--- src/rtl/clock_div_pkg.sv ---
// Shared definitions for the clock divider checker.
// - chan_state_e : per-channel checker state
// - DIVx_P       : expected periods (in clk cycles) of the divider outputs
// - *_DEF        : default checker parameters
package clock_div_pkg;

  typedef enum logic [2:0] {
    ST_IDLE,
    ST_ACQ,
    ST_MEAS,
    ST_LOCKED,
    ST_ERR
  } chan_state_e;

  localparam int unsigned DIV2_P = 2;
  localparam int unsigned DIV4_P = 4;
  localparam int unsigned DIV8_P = 8;

  localparam int unsigned LOCK_COUNT_DEF = 4;
  localparam int unsigned CNT_W_DEF      = 8;
  localparam int unsigned TIMEOUT_DEF    = 32;

endpackage

--- src/rtl/div_period_meter.sv ---
// Single-channel period/duty checker for one divider output.
// The input is treated as data in the clk domain: it is registered twice
// for edge detection, then the period and high time between rising edges
// are counted and compared against P and P/2.
// Ports:
//   clk, rst    : clock, synchronous active-high reset
//   en          : channel enable (0 -> IDLE, lock dropped, error kept)
//   clear_err   : clears the sticky error / leaves ERR
//   div_in      : monitored divider output
//   locked      : registered lock indication
//   locked_nxt  : next-cycle value of locked (for the aggregate lock flag)
//   err         : sticky error
//   period      : last measured period
module div_period_meter
  import clock_div_pkg::*;
#(
  parameter int unsigned P          = DIV2_P,
  parameter int unsigned LOCK_COUNT = LOCK_COUNT_DEF,
  parameter int unsigned CNT_W      = CNT_W_DEF,
  parameter int unsigned TIMEOUT    = TIMEOUT_DEF
) (
  input  logic             clk,
  input  logic             rst,
  input  logic             en,
  input  logic             clear_err,
  input  logic             div_in,
  output logic             locked,
  output logic             locked_nxt,
  output logic             err,
  output logic [CNT_W-1:0] period
);

  localparam int unsigned GW = (LOCK_COUNT > 1) ? $clog2(LOCK_COUNT) : 1;
  localparam logic [CNT_W-1:0] P_C  = CNT_W'(P);
  localparam logic [CNT_W-1:0] H_C  = CNT_W'(P / 2);
  localparam logic [CNT_W-1:0] TO_C = CNT_W'(TIMEOUT);
  localparam logic [GW-1:0]    LAST_GOOD = GW'(LOCK_COUNT - 1);

  logic             s0, s1;
  logic [CNT_W-1:0] cnt, hcnt;
  logic [GW-1:0]    good_cnt, good_nxt;
  chan_state_e      state, state_nxt;
  logic             err_nxt;
  logic             rise, good_rise, timeout, fault;

  assign rise      = s0 & ~s1;
  assign good_rise = rise && (cnt == P_C) && (hcnt == H_C);
  assign timeout   = (cnt == TO_C);

  always_comb begin
    state_nxt = state;
    good_nxt  = good_cnt;
    err_nxt   = err;
    fault     = 1'b0;

    case (state)
      ST_IDLE: state_nxt = ST_ACQ;
      ST_ACQ: begin
        if (rise) begin
          state_nxt = ST_MEAS;
          good_nxt  = '0;
        end
      end
      ST_MEAS: begin
        if (rise) begin
          if (good_rise) begin
            if (good_cnt == LAST_GOOD) state_nxt = ST_LOCKED;
            else                       good_nxt  = good_cnt + GW'(1);
          end else begin
            good_nxt = '0;
          end
        end else if (timeout) begin
          state_nxt = ST_ACQ;
        end
      end
      // A bad rise or a timeout in ERR counts as a fresh error, so a
      // coincident clear_err cannot release the channel.
      ST_LOCKED, ST_ERR: fault = rise ? ~good_rise : timeout;
      default: state_nxt = ST_IDLE;
    endcase

    if (fault) begin
      state_nxt = ST_ERR;
      err_nxt   = 1'b1;
    end else if (clear_err) begin
      err_nxt = 1'b0;
      if (state == ST_ERR) state_nxt = ST_ACQ;
    end

    if (!en) begin
      state_nxt = ST_IDLE;
      err_nxt   = err;
    end

    locked_nxt = (state_nxt == ST_LOCKED);
  end

  always_ff @(posedge clk) begin
    if (rst) begin
      s0       <= 1'b0;
      s1       <= 1'b0;
      cnt      <= '0;
      hcnt     <= '0;
      good_cnt <= '0;
      state    <= ST_IDLE;
      err      <= 1'b0;
      locked   <= 1'b0;
      period   <= '0;
    end else begin
      s0 <= div_in;
      s1 <= s0;
      if (state != ST_IDLE) begin
        if (rise) begin
          cnt  <= CNT_W'(1);
          hcnt <= CNT_W'(1);
        end else begin
          if (cnt != '1)         cnt  <= cnt + CNT_W'(1);
          if (s0 && hcnt != '1)  hcnt <= hcnt + CNT_W'(1);
        end
      end
      if (rise && (state == ST_MEAS || state == ST_LOCKED || state == ST_ERR))
        period <= cnt;
      state    <= state_nxt;
      good_cnt <= good_nxt;
      err      <= err_nxt;
      locked   <= locked_nxt;
    end
  end

endmodule

--- config.mk ---
export PLATFORM = sky130hd
export DESIGN_NAME = div_period_meter
export DESIGN_NICKNAME = d
export VERILOG_FILES = /design/src/rtl/clock_div_pkg.sv /design/src/rtl/div_period_meter.sv
export SDC_FILE = /design/constraint.sdc
export NUM_CORES = 1
export LEC_CHECK = 0
export ABC_AREA = 1
export ABC_CLOCK_PERIOD_IN_PS = 1600
export CAP_MARGIN = 20
export CORE_MARGIN = 4
export CORE_UTILIZATION = 45
export DETAILED_ROUTE_END_ITERATION = 7
export PLACE_DENSITY = 0.67
export SLEW_MARGIN = 30
export SYNTH_ARGS = -nofsm -noshare
export SYNTH_HDL_FRONTEND = slang
export SYNTH_SLANG_ARGS = --single-unit
--- constraint.sdc ---
create_clock -name clk -period 1.6 [get_ports clk]
set_input_delay 0.32 -clock clk [delete_from_list [all_inputs] [get_ports clk]]
set_output_delay 0.32 -clock clk [all_outputs]
set_load 0.05 [all_outputs]
After elaboration in Yosys (flattened, before gate mapping)
Cells that the tools add are included.
{"block": "word_totals", "ff_bits": 33}
{"block": "op_classes", "n_mux": 23, "n_reduce_logical": 17, "n_bitwise": 3, "n_addsub": 3, "n_eq_ne": 14}
{"operator": "$mux 8", "n": 4}
{"operator": "$mux 3", "n": 9}
{"operator": "$add 8x1->8 const B", "n": 2}
{"operator": "$ne 8x8->1 const B", "n": 2}
{"operator": "$pmux 3 s4", "n": 1}
{"operator": "$eq 3x2->1 const B", "n": 3}
{"operator": "$eq 8x1->1 const B", "n": 1}
{"operator": "$eq 8x2->1 const B", "n": 1}
{"operator": "$eq 8x6->1 const B", "n": 1}
{"operator": "$mux 2", "n": 4}
{"operator": "$reduce_bool 2->1", "n": 4}
{"operator": "$reduce_and 2->1", "n": 3}
{"operator": "$logic_and 1x1->1", "n": 4}
{"operator": "$mux 1", "n": 4}
{"operator": "$ne 2x2->1 const B", "n": 2}
{"operator": "$pmux 2 s2", "n": 1}
{"operator": "$reduce_and 4->1", "n": 1}
{"operator": "$eq 3x1->1 const B", "n": 1}
{"operator": "$eq 3x3->1 const B", "n": 1}
{"operator": "$logic_not 3->1", "n": 1}
{"operator": "$ne 3x3->1 const B", "n": 1}
{"operator": "$reduce_bool 3->1", "n": 1}
{"operator": "$add 2x1->2 const B", "n": 1}
{"operator": "$eq 2x2->1 const B", "n": 1}
{"operator": "other kinds (4)", "n": 6}

Longest topological paths before layout
Gate-level depths: netlist of run 1.
{"block": "logic_depth", "word_depth": 12, "depth_mapped": 12}

Worst setup path after synthesis of run 1
Ideal clock, no wire load.
{"block": "synth_timing", "path_type": "register to output", "start": "reg cnt[0]", "end": "out locked_nxt", "t_required_ps": 1280, "slack_ps": -588, "t_arrival_ps": 1868, "path_stages_with_launch": 13, "path_cell_list": "dfxtp_1 -> inv_1 -> ha_1 -> nand2_1 -> inv_1 -> nand2_1 -> nor2_1 -> nand3_1 -> nand2_1 -> nand2_1 -> nand2_1 -> nand3_2 -> nor2_1"}
{"block": "synth_via", "elab_chain_cells": 11, "elab_cells_between_ends": 16, "classes_between": "eq/ne (3); mux (10); bitwise (1); reduce/logical (2)"}
{"item": "start, declared", "line_no": "div_period_meter.sv:40", "rtl": "logic [CNT_W-1:0] cnt, hcnt;"}
{"item": "start signal, assigned", "line_no": "div_period_meter.sv:117", "rtl": "if (cnt != '1) cnt <= cnt + CNT_W'(1);"}
{"item": "$eq 8x2->1", "line_no": "div_period_meter.sv:47", "rtl": "assign good_rise = rise && (cnt == P_C) && (hcnt == H_C);"}
{"item": "$logic_and 1x1->1 (2 in series)", "line_no": "div_period_meter.sv:47"}
{"item": "$mux 3", "line_no": "div_period_meter.sv:66", "rtl": "if (good_rise) begin"}
{"item": "$mux 3", "line_no": "div_period_meter.sv:65", "rtl": "if (rise) begin"}
{"item": "$pmux 3 s4", "line_no": "div_period_meter.sv:56", "rtl": "case (state)"}
{"item": "$mux 3", "line_no": "div_period_meter.sv:87", "rtl": "if (state == ST_ERR) state_nxt = ST_ACQ;"}
{"item": "$mux 3", "line_no": "div_period_meter.sv:85", "rtl": "end else if (clear_err) begin"}
{"item": "$mux 3 *", "line_no": "div_period_meter.sv:82", "rtl": "if (fault) begin"}
{"item": "$mux 3 *", "line_no": "div_period_meter.sv:90", "rtl": "if (!en) begin"}
{"item": "$eq 3x2->1 *", "line_no": "div_period_meter.sv:95", "rtl": "locked_nxt = (state_nxt == ST_LOCKED);"}
{"item": "end, declared", "line_no": "div_period_meter.sv:28", "rtl": "output logic locked_nxt,"}
Every way passes the cells marked *; elsewhere a longest branch is shown, timed or not.

Final worst setup path of run 1
{"block": "layout_timing", "start": "reg hcnt[1]", "end": "out locked_nxt"}
{"block": "layout_via", "elab_chain_cells": 10, "elab_cells_between_ends": 13, "classes_between": "eq/ne (2); mux (9); bitwise (1); reduce/logical (1)"}
{"item": "start, declared", "line_no": "div_period_meter.sv:40"}
{"item": "start signal, assigned", "line_no": "div_period_meter.sv:118", "rtl": "if (s0 && hcnt != '1) hcnt <= hcnt + CNT_W'(1);"}
{"item": "$eq 8x1->1 *", "line_no": "div_period_meter.sv:47"}
{"item": "$logic_and 1x1->1 *", "line_no": "div_period_meter.sv:47"}
{"item": "$mux 3", "line_no": "div_period_meter.sv:66"}
{"item": "$mux 3", "line_no": "div_period_meter.sv:65"}
{"item": "$pmux 3 s4", "line_no": "div_period_meter.sv:56"}
{"item": "$mux 3", "line_no": "div_period_meter.sv:87"}
{"item": "$mux 3", "line_no": "div_period_meter.sv:85"}
{"item": "$mux 3 *", "line_no": "div_period_meter.sv:82"}
{"item": "$mux 3 *", "line_no": "div_period_meter.sv:90"}
{"item": "$eq 3x2->1 *", "line_no": "div_period_meter.sv:95"}
Marks and branches as above.

==> flow_summary.ini, run 1 <==
[placed_design]
placedCellCount = 350
hpwlAfterDp_um = 3210
gp_congestion = 0.855
portBuffers = 15

[route]
drt_wl_total_um = 4830
num_vias = 1843
antenna_left = 0
drc = 0
drt-initial-drc-count = 106
detail_route.wl_per_cell_um = 13.2
routed_via_density = 5.04
firstDrtPassIters = 4

[power_and_ir_drop]
clkPwrFrac = 0.378
switchingPower_w = 0.000442
pwr-share-comb = 0.113
power.leakage_nw = 1.13
ir_drop_v = 0.000514
intPower_w = 0.00121
seq_power_share = 0.510
cellPowerDensity_nw_per_um2 = 642
p_sw_frac = 0.267
p_total_w = 0.00165

[cts]
clock_latency_ns = 0.29
cts.sinks = 33
numCtsBuffers = 5
cts_buffer_depth = 2
cts.htree.levels = 2
cts_root_buffer = clkbuf_8
cts_tree = done
cts_hold_buf = 0
path_clk_slew_ns = 0.07

[worst_setup_path]
required_ns = 1.28
arrival_ns = 1.81
reg2reg_to = hcnt[6]$_SDFFE_PP0P_
crit_type = register to output pin
rr_worst_depth = 11
reg2reg_setup_slack_ns = -0.05
crit_fanout = 3
crit_path_end_kind = output pin
startpoint_type = register
r2r_start = hcnt[0]$_SDFFE_PP0P_

[floorplanning]
core-area_sq_um = 3720
row_count = 22
die_h_um = 70.5
start_util = 0.473
die_w_um = 70.5
die-area_sq_um = 4970
io_pins = 16

[layout]
multi_input_area_sq_um = 1090
diodes = 0
regArea_sq_um = 672
drive_gt1_frac = 0.403
nFillCells = 325
area_growth_pct = 46.5
stdcell_count = 366
nNetsFinal = 328

[timing]
tns_ns = -0.678
final_max_slew_viol_count = 0
final.min_clock_period_ns = 2.13
hold_viol_final = 0
slew_headroom = 0.735
worstMarginPinSlew_ns = 0.398
whs_ns = 0.485
layout_setup_ws_ns = -0.527
min_period_over_period = 1.33
setup_viol = 6
max_freq_mhz = 470
skew_ns = 0.00820
grt_setup_unrepaired = yes

[grt]
grt_first_pass_wirelength_um = 6940
track_usage = 0.177
grt_overflow_total = 0
antenna_found_initial = 0
grt_pass1_vias = 1609
grt_start_max_net_pins = 15

[synthesis]
ys_seq_area_frac = 0.376
yosysUniqueCellTypes = 28
synth_top_area_cell = dfxtp_1
yosysWarnings = 0
syn_inst = 251
synth_nets = 262
syn-cell-area_sq_um = 1760
synth-seq-cells = 33
synth.top_cell.area_share = 0.376
synth_area_leaders = dfxtp_1 38%, nand2_1 9.2%, nor2_1 8.8%
avgSynthCellArea_sq_um = 7.00

[run_status]
status = finished, violations left
violations = negative setup slack

[run]
cap_violations = 0

[min_path]
min_from = err$_SDFFE_PP0P_
hold_path_depth = 2
hold_class = register to register
whs_endpoint = err$_SDFFE_PP0P_
==> layout by cell type, fill, tap and decap left out, types with 3 or more instances in the layout <==
cell,count
inv_4,3
inv_1,25
nand2_4,3
nor3_1,5
buf_4,52
nand3_2,4
nand3_1,13
nor2_1,37
clkbuf_8,5
nand2_2,11
o21ai_0,11
clkdlybuf4s50_1,4
nor2_4,6
nor2_2,5
o21ai_1,6
nand2_1,34
dfxtp_2,3
a21oi_2,3
ha_4,4
inv_2,9
nand4_1,3
dfxtp_1,28
a21oi_1,17
buf_6,4
==> registers in the layout (all words and copies together), names as in the netlist, 2 cells and up <==
signal	flops
cnt	8
good_cnt	2
hcnt	8
period	8
state	3
==> power groups by stage <==
stage / sequential [W] / combinational [W] / clock, W
global placement: 0.000859 / 0.000156 / 0
detailed placement: 0.000860 / 0.000157 / 0
floorplan: 0.000862 / 0.0000821 / 0
CTS: 0.000841 / 0.000158 / 0.000635
global route: 0.000844 / 0.000202 / 0.000673
finish: 0.000842 / 0.000186 / 0.000624
==> synth_stat cells <==
library cell	instances
inv_4	1
nand2_4	2
nor3_2	1
nor2_1	41
inv_1	30
nor3_1	6
o21a_1	2
ha_1	6
a21oi_2	2
nand2_2	3
xor2_1	2
a21oi_1	18
o21ai_2	1
o21ai_0	16
nor2_2	5
a21oi_4	2
nand3_1	15
inv_2	7
xnor2_1	1
clkbuf_1	2
buf_4	1
a211oi_1	1
nand2_1	43
dfxtp_1	33
nand3_2	3
nor2_4	2
o21ai_1	2
nand4_1	3
==> worst max-delay path by stage <==
stage / startpoint / endpoint / slack [ns] / depth (start not counted)
CTS: cnt[0]$_SDFFE_PP0P_ / locked_nxt / -0.54 / 13
detailed placement: cnt[0]$_SDFFE_PP0P_ / locked_nxt / -0.21 / 13
floorplan: cnt[0]$_SDFFE_PP0P_ / locked_nxt / -0.17 / 12
finish: hcnt[1]$_SDFFE_PP0P_ / locked_nxt / -0.53 / 13
global placement: cnt[0]$_SDFFE_PP0P_ / locked_nxt / -0.18 / 13
global route: hcnt[1]$_SDFFE_PP0P_ / locked_nxt / -0.66 / 13
==> timing repair <==
| item | 4_1_cts | 5_1_grt |
|---|---|---|
| pin swaps | 0 | 21 |
| gates resized for setup | 0 | 54 |
| setup endpoints to repair | 1 | 19 |
| setup buffers | 0 | 9 |
==> stage by stage <==
step	worst slack, ns	cell area [sq um]	utilization
6_report	-0.527	2570	0.693
5_1_grt	-0.661	2570	0.693
4_1_cts	-0.545	2340	0.630
3_5_place_dp	-0.214	2260	0.607
3_3_place_gp	-0.175	2260	0.607
2_1_floorplan	-0.173	1770	-
==> layer usage <==
layer / vias up / routed length [um] / track usage
li1: 936 / - / -
met1: 855 / 2050 / 0.213
met2: 44 / 2460 / 0.291
met3: 8 / 240 / 0.0532
met4: 0 / 79 / 0.0766
met5: - / 0 / 0
==> final cells by class <==
class	count	share of cell area
Clock buffer	5	0.0267
Clock inverter	3	0.00680
Tap cell	48	0.0233
Sequential cell	33	0.261
Timing Repair Buffer	62	0.200
Inverter	38	0.0603
Multi-Input combinational cell	177	0.422
==> logic make-up after synthesis <==
logic type,after synthesis,share of synthesized area
simple gates,124,0.327
buf+inv,41,0.0911
fa+ha+maj,6,0.0427
flops,33,0.376
compound gates,44,0.149
xor+xnor,3,0.0149
==> worst max-delay path, cell delays in order (launching register included) <==
cell	delay (ns)
dfxtp_2	0.32
inv_2	0.08
ha_4	0.13
nand2_2	0.05
inv_2	0.04
nand2_2	0.05
nor2_4	0.14
nand2_1	0.06
nand2_1	0.07
nand2_2	0.08
nand2_1	0.08
nand3_2	0.12
nor2_4	0.14
buf_12	0.14
Power figures use the tool's default switching activity.
==> run 2, diff against run 1 <==
--- a/config.mk
+++ b/config.mk
@@ -6,7 +6,6 @@
 export NUM_CORES = 1
 export LEC_CHECK = 0
 export ABC_AREA = 1
-export ABC_CLOCK_PERIOD_IN_PS = 1600
 export CAP_MARGIN = 20
 export CORE_MARGIN = 4
 export CORE_UTILIZATION = 45
==> constraint.sdc (replaced) <==
create_clock -name clk -period 1.6 [get_ports clk]
set_input_delay 0.32 -clock clk [delete_from_list [all_inputs] [get_ports clk]]
set_output_delay 0.32 -clock clk [all_outputs]
set_load 0.1 [all_outputs]
==> run 2 against run 1 <==
  * Sequential power about the same
  * Combinational power down 5%
  * Wire length down 7.1%
  * Largest cell class unchanged
  * Cell area up 0.97%
  * Critical endpoint unchanged
  * Register-to-register slack better by 0.11 ns
  * Via count down 3.9%
  * Total power down 1.8%
  * Critical path depth unchanged
  * The flow still finishes with violations (negative setup slack)
  * Largest power group unchanged
  * Worst setup slack worse by 0.0019 ns
==> flow_summary.ini, run 2 (synthesis results as in run 1) <==
[grt]
grt_start_max_net_pins = 15
grt_pass1_vias = 1642
grt_overflow_total = 0
antenna_found_initial = 0
grt_first_pass_wirelength_um = 7400
track_usage = 0.188

[worst_setup_path]
crit_fanout = 3
crit_type = register to output pin
arrival_ns = 1.81
worstSetupStartpoint = cnt[0]$_SDFFE_PP0P_
crit_path_end_kind = output pin
reg2reg_setup_slack_ns = 0.06
startpoint_type = register
r2r_start = hcnt[0]$_SDFFE_PP0P_
required_ns = 1.28

[timing]
worstMarginPinSlew_ns = 0.383
setup_viol = 1
grt_setup_unrepaired = yes
skew_ns = 0.00533
final_max_slew_viol_count = 0
final.min_clock_period_ns = 2.13
min_period_over_period = 1.33
layout_setup_ws_ns = -0.529
hold_viol_final = 0
slew_headroom = 0.745
max_freq_mhz = 470

[cts]
cts_hold_buf = 0
cts_buffer_depth = 2
cts.sinks = 33
cts_root_buffer = clkbuf_8
numCtsBuffers = 5
cts_tree = done
clock_latency_ns = 0.29
cts.htree.levels = 2
path_clk_slew_ns = 0.07

[route]
drt_wl_total_um = 4480
num_vias = 1771
firstDrtPassIters = 4
antenna_left = 0
drc = 0
routed_via_density = 4.91
drt-initial-drc-count = 118
detail_route.wl_per_cell_um = 12.4

[floorplanning]
die_h_um = 70.5
start_util = 0.473
row_count = 22
die_w_um = 70.5
die-area_sq_um = 4970
core-area_sq_um = 3720
io_pins = 16

[layout]
diodes = 0
area_growth_pct = 47.9
final_cell_mix = 40 x buf_4, 39 x nor2_1, 39 x nand2_1
top_regs = cnt x8, hcnt x8, period x8
drive_gt1_frac = 0.358
fin_util = 0.700
final_common_cell = buf_4
nNetsFinal = 323

[power_and_ir_drop]
power.leakage_nw = 1.08
p_total_w = 0.00162
ir_drop_v = 0.000528
cellPowerDensity_nw_per_um2 = 624

[min_path]
min_from = hcnt[3]$_SDFFE_PP0P_
hold_class = register to register

[run_status]
status = finished, violations left
violations = negative setup slack

[placed_design]
portBuffers = 15
hpwlAfterDp_um = 3240
gp_congestion = 0.855

[run]
cap_violations = 0
run 2: changes by cell type in the layout (fill, tap and decap cells not counted), sizes merged:
cell / change
buf: -5
clkbuf: +3
clkinv: -2
clkinvlp: -1
run 2: per-layer routing:
metal  GRT usage  vias to the layer above  share of wire  wire, um
li1            -                      921              -         -
met1       0.240                      810           0.46      2070
met2       0.298                       33           0.48      2170
met3      0.0475                        7          0.039       173
met4      0.0872                        0          0.017        78
met5           0                        -              0         0
run 2: area by class of cell:
| type | instances | area (sq um) |
|---|---|---|
| multi-input combinational | 177 | 1040 |
| clock buffer | 8 | 80.1 |
| timing repair buffer | 57 | 592 |
| tap | 48 | 60.1 |
| inverter | 38 | 153 |
| sequential | 33 | 672 |
| fill | 291 | 1120 |
run 2: path summary, 6_finish.rpt:
kind | to | cells after the start
setup / recovery | locked_nxt | 13
hold / removal | hcnt[3]$_SDFFE_PP0P_ | 2
setup reg to reg | hcnt[5]$_SDFFE_PP0P_ | 11
hold reg to reg | hcnt[3]$_SDFFE_PP0P_ | 2
run 2: metrics by stage:
| stage | cell area (sq um) | std cells | worst slack [ns] | hold slack (ns) | TNS [ns] |
|---|---|---|---|---|---|
| finish | 2600 | 361 | -0.529 | 0.509 | -0.529 |
| global route | 2600 | 361 | -0.669 | 0.524 | -0.901 |
| CTS | 2480 | 358 | -0.561 | 0.505 | -0.561 |
| detailed placement | 2370 | 349 | -0.247 | 0.496 | -0.247 |
| global placement | 2370 | 349 | -0.212 | 0.479 | -0.212 |
| floorplan | 1770 | 251 | -0.383 | 0.389 | -0.383 |
run 2: where the power goes:
| group | switching (W) | internal, W |
|---|---|---|
| clock | 0.000295 | 0.000309 |
| sequential | 0.0000109 | 0.000831 |
| combinational | 0.000103 | 0.0000739 |
run 2: timing repair:
item	CTS	global route
buffers inserted	1	3
resized for setup	4	31
endpoints found under the setup margin	3	21
pin swaps	1	18
endpoints found under the hold margin	0	0
run 2: worst max-delay path: stages, from the launching register on:
cell and delay, ns:
dfxtp_2 0.33, inv_4 0.07, ha_4 0.12, nand2_2 0.05, inv_2 0.04, nand2_2 0.05
nor2_4 0.13, nand2_1 0.06, nand2_1 0.07, nand2_2 0.08, a21oi_4 0.16, nand2_2 0.07
nor2_4 0.10, buf_12 0.18
==> run 3, diff against run 2 <==
--- a/config.mk
+++ b/config.mk
@@ -9,6 +9,7 @@
 export CAP_MARGIN = 20
 export CORE_MARGIN = 4
 export CORE_UTILIZATION = 45
+export CTS_BUF_LIST = sky130_fd_sc_hd__clkbuf_4 sky130_fd_sc_hd__clkbuf_8
 export DETAILED_ROUTE_END_ITERATION = 7
 export PLACE_DENSITY = 0.67
 export SLEW_MARGIN = 30
==> constraint.sdc (replaced) <==
create_clock -name clk -period 1.95 [get_ports clk]
set_input_delay 0.39 -clock clk [delete_from_list [all_inputs] [get_ports clk]]
set_output_delay 0.39 -clock clk [all_outputs]
set_load 0.1 [all_outputs]
==> run 3 against run 2 <==
  * Critical path depth did not move
  * Sequential power fell by 18%
  * Worst setup slack improved by 0.29 ns
  * Die area stayed put
  * Via count shrank 7.1%
  * Critical path type unchanged
  * Clock skew shrank 0.0015 ns
  * The run still ends with negative setup slack left
  * First-iteration DRC count is 31% lower
  * Final cell count down 5.8%
  * Combinational power fell by 21%
  * Count of clock-buffer cells in the layout decreased by 1
==> flow_summary.ini, run 3 (synthesis results as in run 1) <==
[timing]
slew_headroom = 0.697
setup_viol = 1
skew_ns = 0.00378
max_freq_mhz = 458
min_period_over_period = 1.12
final_max_slew_viol_count = 0
grt_setup_unrepaired = yes
layout_setup_ws_ns = -0.234
worstMarginPinSlew_ns = 0.452
whs_ns = 0.487
final.min_clock_period_ns = 2.18
hold_viol_final = 0

[route]
drc = 0
drt_wl_total_um = 4180
firstDrtPassIters = 4
antenna_left = 0
drt-initial-drc-count = 81
routed_via_density = 4.84
detail_route.wl_per_cell_um = 12.3
num_vias = 1646

[run_status]
violations = negative setup slack
status = finished, violations left

[worst_setup_path]
required_ns = 1.56
reg2reg_to = hcnt[0]$_SDFFE_PP0P_
arrival_ns = 1.79
crit_fanout = 3
crit_type = register to output pin
rr_worst_depth = 11
reg2reg_setup_slack_ns = 0.27
startpoint_type = register
crit_path_end_kind = output pin
r2r_start = hcnt[0]$_SDFFE_PP0P_

[placed_design]
gp_congestion = 0.856
portBuffers = 15
hpwlAfterDp_um = 2940
placedCellCount = 327
pre_cts_ws_ns = 0.0248

[floorplanning]
core-area_sq_um = 3720
row_count = 22
die_w_um = 70.5
die_h_um = 70.5
die-area_sq_um = 4970
io_pins = 16
start_util = 0.473

[power_and_ir_drop]
ir_drop_v = 0.000401
cellPowerDensity_nw_per_um2 = 607
p_total_w = 0.00138
power.leakage_nw = 0.971

[layout]
diodes = 0
multi_input_area_sq_um = 1010
nFillCells = 339
area_growth_pct = 29.3
fin_util = 0.612
regArea_sq_um = 668
final_cell_mix = 40 x nand2_1, 39 x nor2_1, 32 x buf_4
stdcell_count = 340
top_regs = cnt x8, hcnt x8, period x8
drive_gt1_frac = 0.298
nNetsFinal = 303
final_common_cell = nand2_1

[cts]
cts_root_buffer = clkbuf_8
cts_buffer_depth = 2
cts.htree.levels = 2
path_clk_slew_ns = 0.07
numCtsBuffers = 5
cts_tree = done
cts.sinks = 33
clock_latency_ns = 0.29

[grt]
track_usage = 0.173
antenna_found_initial = 0
grt_start_max_net_pins = 16
grt_pass1_vias = 1523
grt_first_pass_wirelength_um = 6820
grt_overflow_total = 0

[min_path]
min_from = err$_SDFFE_PP0P_
hold_class = register to register
hold_path_depth = 2
whs_endpoint = err$_SDFFE_PP0P_

[run]
cap_violations = 0
## run 3: changes by cell type in the layout (fill, tap and decap cells not counted), moves of 2 or more
cell      previous run  this run
buf_12              12         1
buf_4               40        32
clkbuf_1             3         0
nor2_2               3         5
nor2_4               6         4
## run 3: repair_timing
| action | in CTS | in global routing |
|---|---|---|
| endpoints found under the setup margin | 1 | 1 |
| pin swaps | 4 | 9 |
| buffers inserted | 2 | 4 |
| gates resized for setup | 2 | 18 |
| hold buffers | 0 | 0 |
## run 3: layer usage
metal,up-vias,GRT usage,wire length [um]
li1,884,-,-
met1,722,0.210,1880
met2,33,0.283,2020
met3,7,0.0532,196
met4,0,0.0723,77
met5,-,0,0
## run 3: power by group
part / switching (W) / total (W) / internal, W
Clock: 0.000254 / 0.000548 / 0.000294
Sequential: 0.00000882 / 0.000692 / 0.000683
Combinational: 0.0000820 / 0.000140 / 0.0000582
## run 3: critical path, cell delays in order (launching register included)
cell,delay (ns)
dfxtp_2,0.34
inv_4,0.08
ha_4,0.12
nand2_2,0.04
inv_2,0.04
nand2_2,0.05
nor2_4,0.11
nand2_1,0.06
nand2_1,0.07
nand2_2,0.08
a21oi_4,0.14
nand2_2,0.08
nor2_4,0.12
buf_12,0.18
## run 3: stage by stage
stage	TNS, ns	cell area, sq um
floorplan	-0.103	1770
global placement	0	2070
detailed placement	0	2070
CTS	-0.292	2180
global route	-0.356	2270
finish	-0.234	2270
## run 3: how the worst max path moves through the flow
stage / slack, ns / depth (start not counted) / endpoint / start
after global routing: -0.36 / 11 / locked_nxt / cnt[1]$_SDFFE_PP0P_
after global placement: 0.05 / 12 / locked_nxt / cnt[1]$_SDFFE_PP0P_
final: -0.23 / 13 / locked_nxt / cnt[0]$_SDFFE_PP0P_
after detailed placement: 0.02 / 13 / locked_nxt / cnt[0]$_SDFFE_PP0P_
after floorplan: -0.10 / 12 / locked_nxt / cnt[0]$_SDFFE_PP0P_
after CTS: -0.29 / 13 / locked_nxt / cnt[0]$_SDFFE_PP0P_
## run 3: layout make-up
class	count	share of cell area
sequential	33	0.294
multi-input combinational	177	0.443
inverter	38	0.0649
clock buffer	7	0.0396
tap	48	0.0264
timing repair buffer	37	0.132
